[src/rtl/count_ctrl_pkg.sv]
// count_ctrl_pkg
//   Shared constants for the counter enable control stage:
//   - run-state encoding (PAUSED / RUNNING)
//   - clog2 helper used to size the debounce counter
//   - default debounce length
package count_ctrl_pkg;

    localparam logic [0:0] PAUSED  = 1'b0;
    localparam logic [0:0] RUNNING = 1'b1;

    localparam int DEBOUNCE_DEFAULT = 16;

    // Bits needed to hold values 0..v-1 (minimum 1).
    function automatic int clog2(input int v);
        int r;
        r = 1;
        for (int i = 1; i < 32; i++) begin
            if (((v - 1) >> i) != 0) r = i + 1;
        end
        return r;
    endfunction

endpackage

[src/rtl/btn_debounce.sv]
// btn_debounce
//   One pushbutton path: 2-flop synchroniser, debounce counter with a
//   stable level, and a one-cycle strobe on the stable level's rising edge.
// Ports:
//   clock   - system clock, rising edge
//   reset   - synchronous, active-high
//   btn     - raw asynchronous button level
//   rise    - high for one cycle after the debounced level goes 0->1
module btn_debounce
    import count_ctrl_pkg::*;
#(
    parameter int DEBOUNCE_CYCLES = DEBOUNCE_DEFAULT,
    parameter int DB_W            = clog2(DEBOUNCE_CYCLES)
) (
    input  logic clock,
    input  logic reset,
    input  logic btn,
    output logic rise
);

    logic            sync1;
    logic            sync2;
    logic            stable;
    logic            stable_d;
    logic [DB_W-1:0] cnt;

    always_ff @(posedge clock) begin
        if (reset) begin
            sync1    <= 1'b0;
            sync2    <= 1'b0;
            stable   <= 1'b0;
            stable_d <= 1'b0;
            cnt      <= '0;
        end else begin
            sync1    <= btn;
            sync2    <= sync1;
            stable_d <= stable;
            // cnt holds the number of mismatches already seen; the current
            // mismatch is the DEBOUNCE_CYCLES-th when cnt reaches N-1.
            if (sync2 == stable) begin
                cnt <= '0;
            end else if (cnt == DB_W'(DEBOUNCE_CYCLES - 1)) begin
                stable <= ~stable;
                cnt    <= '0;
            end else begin
                cnt <= cnt + 1'b1;
            end
        end
    end

    assign rise = stable & ~stable_d;

endmodule

[src/rtl/count_enable_ctrl.sv]
// count_enable_ctrl
//   Run/pause control for the 5-bit T-flip-flop ripple counter. A debounced
//   run button toggles between PAUSED and RUNNING; T is the count enable.
//   Optional feature macro: COUNT_STEP_EN adds a single-step button that
//   issues one enable cycle while paused.
// Ports:
//   clock      - system clock, rising edge
//   reset      - synchronous, active-high
//   btn_run    - raw run/pause button
//   btn_step   - raw single-step button (COUNT_STEP_EN only)
//   T          - registered count enable
//   running    - registered run state
//   step_pulse - one-cycle step strobe (COUNT_STEP_EN only)
module count_enable_ctrl
    import count_ctrl_pkg::*;
#(
    parameter int DEBOUNCE_CYCLES = DEBOUNCE_DEFAULT,
    parameter int DB_W            = clog2(DEBOUNCE_CYCLES)
) (
    input  logic clock,
    input  logic reset,
    input  logic btn_run,
`ifdef COUNT_STEP_EN
    input  logic btn_step,
    output logic step_pulse,
`endif
    output logic T,
    output logic running
);

    logic       run_rise;
    logic [0:0] state;
    logic [0:0] state_next;

    btn_debounce #(.DEBOUNCE_CYCLES(DEBOUNCE_CYCLES), .DB_W(DB_W)) u_run (
        .clock (clock),
        .reset (reset),
        .btn   (btn_run),
        .rise  (run_rise)
    );

    always_comb begin
        state_next = state;
        if (run_rise) state_next = (state == PAUSED) ? RUNNING : PAUSED;
    end

`ifdef COUNT_STEP_EN
    logic step_rise;
    logic step_next;

    btn_debounce #(.DEBOUNCE_CYCLES(DEBOUNCE_CYCLES), .DB_W(DB_W)) u_step (
        .clock (clock),
        .reset (reset),
        .btn   (btn_step),
        .rise  (step_rise)
    );

    // A run toggle in the same cycle wins; the step is dropped.
    assign step_next = step_rise & (state == PAUSED) & ~run_rise;

    always_ff @(posedge clock) begin
        if (reset) begin
            state      <= PAUSED;
            step_pulse <= 1'b0;
            T          <= 1'b0;
        end else begin
            state      <= state_next;
            step_pulse <= step_next;
            // T comes straight from a flop so the counter never sees a glitch.
            T          <= (state_next == RUNNING) | step_next;
        end
    end
`else
    always_ff @(posedge clock) begin
        if (reset) begin
            state <= PAUSED;
            T     <= 1'b0;
        end else begin
            state <= state_next;
            T     <= (state_next == RUNNING);
        end
    end
`endif

    assign running = (state == RUNNING);

endmodule

[config.mk]
export PLATFORM = sky130hd
export DESIGN_NAME = count_enable_ctrl
export DESIGN_NICKNAME = d
export VERILOG_FILES = /design/src/rtl/count_ctrl_pkg.sv /design/src/rtl/btn_debounce.sv /design/src/rtl/count_enable_ctrl.sv
export SDC_FILE = /design/constraint.sdc
export NUM_CORES = 1
export LEC_CHECK = 0
export BUFFER_PORTS_ARGS = -buffer_cell sky130_fd_sc_hd__buf_2
export CAP_MARGIN = 25
export CORE_AREA = 2 2 39 41
export CTS_CLUSTER_SIZE = 8
export DETAILED_ROUTE_END_ITERATION = 8
export DIE_AREA = 0 0 41 43
export PLACE_DENSITY = 0.49
export SYNTH_ARGS = -nofsm -noshare
export SYNTH_HDL_FRONTEND = slang
export SYNTH_SLANG_ARGS = --single-unit
[constraint.sdc]
create_clock -name clock -period 1.27 [get_ports clock]
set_clock_uncertainty 0.2 [all_clocks]
set_input_delay 0.254 -clock clock [delete_from_list [all_inputs] [get_ports clock]]
set_output_delay 0.254 -clock clock [all_outputs]
set_load 0.02 [all_outputs]
==> results of run 1 <==
kinds of logic (layout without fill, tap and decap cells):
group | after synthesis | in the layout | synth area share, %
muxes | 1 | 1 | 3.09
DFF | 9 | 9 | 55.6
buffers and inverters | 2 | 13 | 3.47
xor gates and xnor gates | 4 | 4 | 10.8
adders and majority gates | 1 | 1 | 3.86
and+or+nand+nor | 13 | 13 | 23.2
cell usage in the layout (no fill, tap or decap), drive strengths merged:
master / netlist / routed
dfxtp: 9 / 9
buf: 1 / 8
nor2: 6 / 6
nor2b: 4 / 4
clkbuf: 0 / 4
xnor2: 3 / 3
and3: 1 / 1
or3: 1 / 1
nand3: 1 / 1
xor2: 1 / 1
inv: 1 / 1
mux2i: 1 / 1
ha: 1 / 1
sequential cells by signal, indices dropped and copies added (netlist names):
name,cells
u_run.cnt,4
running,1
u_run.stable,1
u_run.stable_d,1
u_run.sync2,1
u_run.sync1,1
stage by stage:
step	worst slack, ps	cell area (sq um)	TNS, ps	hold slack, ps	total power, W
finish	-120	437	-472	13.7	0.000516
global route	-155	437	-652	14.2	0.000547
CTS	-126	423	-499	6.54	0.000526
detailed placement	-124	394	-423	255	0.000308
global placement	-93.3	394	-350	221	0.000307
floorplan	-74.1	339	-286	126	0.000300
per-layer routing:
metal | track usage [%] | vias up | wire length [um]
li1 | - | 115 | -
met1 | 5.90 | 102 | 181
met2 | 10.3 | 7 | 224
met3 | 3.14 | 3 | 19
met4 | 10.0 | 0 | 30
met5 | 0 | - | 0
cell type report:
class / instances / area share (%)
timing repair buffer: 8 / 12.6
clock buffer: 4 / 6.02
sequential: 9 / 42.1
tap: 16 / 4.58
multi-input combinational: 19 / 33.8
inverter: 1 / 0.860
power breakdown:
part,internal [W],switching [W]
combinational,0.00000747,0.00000618
sequential,0.000287,0.00000199
clock,0.000121,0.0000931
total,0.000415,0.000101
worst max-delay path: stages (launching register included):
cell	delay, ps
dfxtp_2	330
ha_4	150
and3_4	160
or3_4	390
nor2_1	100
path summary, 6_finish.rpt:
kind,start,to
max,u_run.cnt[1]$_SDFF_PP0_,u_run.cnt[3]$_SDFF_PP0_
min,btn_run,u_run.sync1$_SDFF_PP0_
max reg2reg,u_run.cnt[1]$_SDFF_PP0_,u_run.cnt[3]$_SDFF_PP0_
min reg2reg,u_run.sync1$_SDFF_PP0_,u_run.sync2$_SDFF_PP0_
timing repair:
action,in CTS,in global routing
pin swaps,0,2
setup endpoints to repair,5,7
resized for setup,1,3
endpoints found under the hold margin,0,0
buffers inserted,0,1
==> metrics.txt, run 1 <==
status finished with violations; failing checks negative setup slack; Cells after Synth 30; Slew headroom 91.6%; Worst Path Arrival 1390 ps; Die Ht 43 um; Clock Latency Late Sink 260 ps; GRT overflow 0; count leader, synth dfxtp_1; TritonCTS clock tree yes; worst reg2reg path depth 4; Pre-antenna DRT Iters 1; die width 41 um; CTS Sinks 9; Lkg Pwr 0.171 nW; Via-to-Cell Ratio 3.98; final wirelength 455 um; power per cell area 1180 nW/um^2; Clock Root Buffer clkbuf_4; final core utilization a little under a third; Max H-tree Level 1; Routed Antenna Nets 0; syn avg cell area roughly 11 sq um; cell area after synthesis 324 sq um; top cell type's share of synthesized area 55.6%; Synth Flop Type dfxtp_1; Synthesis Warnings 0; boundary pin count 5; Synth cell types 12; Worst setup SP type register; Clock Tree Buf Depth 2; commonest cells in the netlist dfxtp_1, nor2_1, nor2b_1; # hold bufs at CTS 0; period utilization 109%; minimum clock period around 1400 ps; highest clock rate 719 MHz; die area 1760 sq um; RSZ-0062 raised after global routing yes; Hold Path Class input port to register; row cnt 14; Async SR Flop Fraction 0%; drc violations 0; # diodes 0; initial antenna violation count 0; worst-margin pin slew 122 ps; maximum vdd drop approximately 0.56 mV; #FFs+latches synth 9; Layout area overhead 34.7%; Core Region 1380 sq um; R2R Setup Slk -120 ps; Hold Crit Depth 2; layout cells sized above 1 43.9%; Slew Limit Fails 0; Net Count, Synth 34; Setup CP Type register to register; Yosys top cell by area dfxtp_1; vias in the first global route 218; Register Area 184 sq um; endpoints failing hold 0; Clk pin slew, worst setup/hold paths around 60 ps; NumNets Final 46; Worst Path Required 1270 ps; GP Congestion between 0.5 and 0.6; Iteration-0 DRC Markers 0; Initial Util between 20% and 30%; Avg WL per Cell 7.98 um; # port buffers 4; area taken by multi-input logic gates 148 sq um; pin count of the biggest net entering global routing 7; Post-synth EDFFs 0; Max-Cap Viols 0; Finished Layout Cells 57; Finish-stage setup viols 5; Vias 227; final worst setup slack -120 ps; CP max FO 4; total CTS buffers 3; crit end category register; register area share after synthesis between 50 and 60%; top post-synthesis cells by area dfxtp_1, xnor2_1, nor2b_1, nor2_1, ha_1; GRT Util Overall 7.27%; first-pass GRT wire length 765 um; Placed Cells 52; Fill cells 144
Note: power is estimated with default switching activity, not from simulation.
==> run 2, diff against run 1 <==
BUFFER_PORTS_ARGS = unset   (was -buffer_cell sky130_fd_sc_hd__buf_2)
DONT_BUFFER_PORTS = 1   (was unset)
PLACE_DENSITY = 0.46   (was 0.49)
==> metrics.txt, run 2 (synthesis gave the netlist of run 1 again) <==
status finished with violations (unchanged); failing checks negative setup slack (unchanged); Slew headroom 87.2% (was 91.6%); Setup TNS -388 ps (was -472 ps); Via-to-Cell Ratio 3.96 (was 3.98); Slew Limit Fails 0 (unchanged); Placed Cells 48 (was 52); layout cells sized above 1 36.8% (was 43.9%); Reg2Reg Launch Point u_run.cnt[1]$_SDFF_PP0_ (unchanged); Hold EP u_run.stable$_SDFFE_PP0P_ (was u_run.sync1$_SDFF_PP0_); final hold slack 161 ps (was 13.7 ps); Worst Path Required 1260 ps (was 1270 ps); Critical-path top delay cell or3_4 (unchanged); maximum vdd drop 0.551 mV (was 0.558 mV); period utilization 108% (was 109%); R2R Setup Slk -100 ps (was -120 ps); max reg flops 4 (unchanged); met3 routed WL 22 um (was 19 um); Routed Antenna Nets 0 (unchanged); Clock Root Buffer clkbuf_4 (unchanged); Finish-stage setup viols 5 (unchanged); Avg WL per Cell 8.70 um (was 7.98 um); Hold Path Class input port to register (unchanged); # diodes 0 (unchanged); Layout area overhead 34.0% (was 34.7%); power per cell area 1180 nW/um^2 (about the same); uppermost layer routed met4 (unchanged); Vias 214 (was 227); Clock Latency Late Sink 250 ps (was 260 ps); Clock Tree Buf Depth 2 (unchanged); Fill cells 152 (was 144); total CTS buffers 3 (unchanged); GRT overflow 0 (unchanged); Finished Layout Cells 54 (was 57); worst-margin pin slew 192 ps (was 122 ps); row cnt 14 (unchanged); final worst setup slack -101 ps (was -120 ps); Routed met1 length 204 um (was 181 um); highest clock rate 729 MHz (was 719 MHz); Iteration-0 DRC Markers 0 (unchanged); Max-Cap Viols 0 (unchanged); Reg with most FFs u_run.cnt (unchanged); drc violations 0 (unchanged); CP cell instances ha_4 -> and3_4 -> or3_4 -> nor2_2 (was ha_4 -> and3_4 -> or3_4 -> nor2_1); Initial Util 23.4% (unchanged); crit end category register (unchanged); worst reg2reg path depth 4 (unchanged); final wirelength 470 um (was 455 um); die area 1760 sq um (unchanged); Hold Crit Depth 2 (unchanged); vias in the first global route 227 (was 218); reg-to-reg endpoint u_run.cnt[3]$_SDFF_PP0_ (unchanged); minimum clock period 1370 ps (was 1390 ps); pin count of the biggest net entering global routing 6 (was 7); Lkg Pwr 0.165 nW (was 0.171 nW); total power 0.000513 W (was 0.000516 W); GP Congestion 0.615 (was 0.586); Worst Path Arrival 1360 ps (was 1390 ps); boundary pin count 5 (unchanged); Max H-tree Level 1 (unchanged); TritonCTS clock tree yes (unchanged); initial antenna violation count 0 (unchanged); Clk pin slew, worst setup/hold paths 60 ps (about the same); hold path startpoint reset (was btn_run); CP max FO 4 (unchanged); first-pass GRT wire length 828 um (was 765 um); Core Region 1380 sq um (unchanged); NumNets Final 43 (was 46); RSZ-0062 raised after global routing yes (unchanged); most frequent cells in the layout dfxtp_1, nor2b_1 (was buf_4, dfxtp_1, nor2_1); commonest non-fill, non-tap cell in the layout dfxtp_1; detailed placement HPWL 305 um; Pre-antenna DRT Iters 1 (unchanged); CTS Sinks 9 (unchanged); wire length on met2 233 um (was 224 um); die width 41 um (unchanged); Die Ht 43 um (unchanged); Setup CP Type register to register (unchanged); # port buffers 0 (was 4); GRT Util Overall 7.65% (was 7.27%); Worst setup SP type register (unchanged); endpoints failing hold 0 (unchanged); Slowest Stage Delay on Critical Path 360 ps (was 390 ps)
## run 2: cell types whose count changed in the layout (fill, tap and decap cells not counted), moves of 2 or more
cell,previous run,this run
nor2_2,1,3
buf_2,2,0
buf_4,6,2
nor2_1,5,3
## run 2: worst max path at each step
stage                            startpoint  slack [ps]                      end  cells past startpoint
detailed placement  u_run.cnt[1]$_SDFF_PP0_        -110  u_run.cnt[3]$_SDFF_PP0_                      4
floorplan           u_run.cnt[0]$_SDFF_PP0_         -70  u_run.cnt[0]$_SDFF_PP0_                      4
global route        u_run.cnt[1]$_SDFF_PP0_        -140  u_run.cnt[2]$_SDFF_PP0_                      4
global placement    u_run.cnt[1]$_SDFF_PP0_        -110  u_run.cnt[3]$_SDFF_PP0_                      4
CTS                 u_run.cnt[1]$_SDFF_PP0_        -130  u_run.cnt[3]$_SDFF_PP0_                      4
finish              u_run.cnt[1]$_SDFF_PP0_        -100  u_run.cnt[3]$_SDFF_PP0_                      4
## run 2: cell type report
type / count / area (sq um) / area share [%]
well taps: 16 / 20.0 / 4.61
clock buffers: 4 / 26.3 / 6.05
multi-input cells: 19 / 153 / 35.2
inverters: 1 / 3.75 / 0.865
repair buffers: 5 / 48.8 / 11.2
flip-flops and latches: 9 / 183 / 42.1
## run 2: what timing repair did
item                                   4_1_cts  5_1_grt
setup endpoints to repair                    5        7
gates resized for setup                      0        5
setup buffers                                0        0
endpoints found under the hold margin        9        0
hold buffers                                 2        0
pin swaps                                    0        2
## run 2: per-layer routing
| layer | track usage [%] | vias to the layer above |
|---|---|---|
| met1 | 7.47 | 100 |
| met4 | 10.0 | 0 |
| met2 | 10.0 | 3 |
| met3 | 3.14 | 2 |
| li1 | - | 109 |
| met5 | 0 | - |
## run 2: per-stage QoR
stage / setup slack (ps) / util [%] / cell area [sq um]
4_1_cts: -130 / 30.4 / 420
6_report: -101 / 31.4 / 434
3_5_place_dp: -115 / 27.0 / 374
5_1_grt: -136 / 31.4 / 434
3_3_place_gp: -108 / 27.0 / 374
2_1_floorplan: -74.1 / - / 339
## run 2: worst max-delay path: cells and delay by family (launching register included)
family                     cells  cell delay [ps]
adders and majority gates      1              160
and+or+nand+nor                3              620
DFF                            1              330
## run 2: power breakdown
group | internal (W) | switching [W] | total [W] | leakage (nW)
sequential | 0.000287 | 0.00000194 | 0.000288 | 0.0740
clock | 0.000120 | 0.0000884 | 0.000209 | 0.0150
combinational | 0.0000100 | 0.00000609 | 0.0000161 | 0.0761
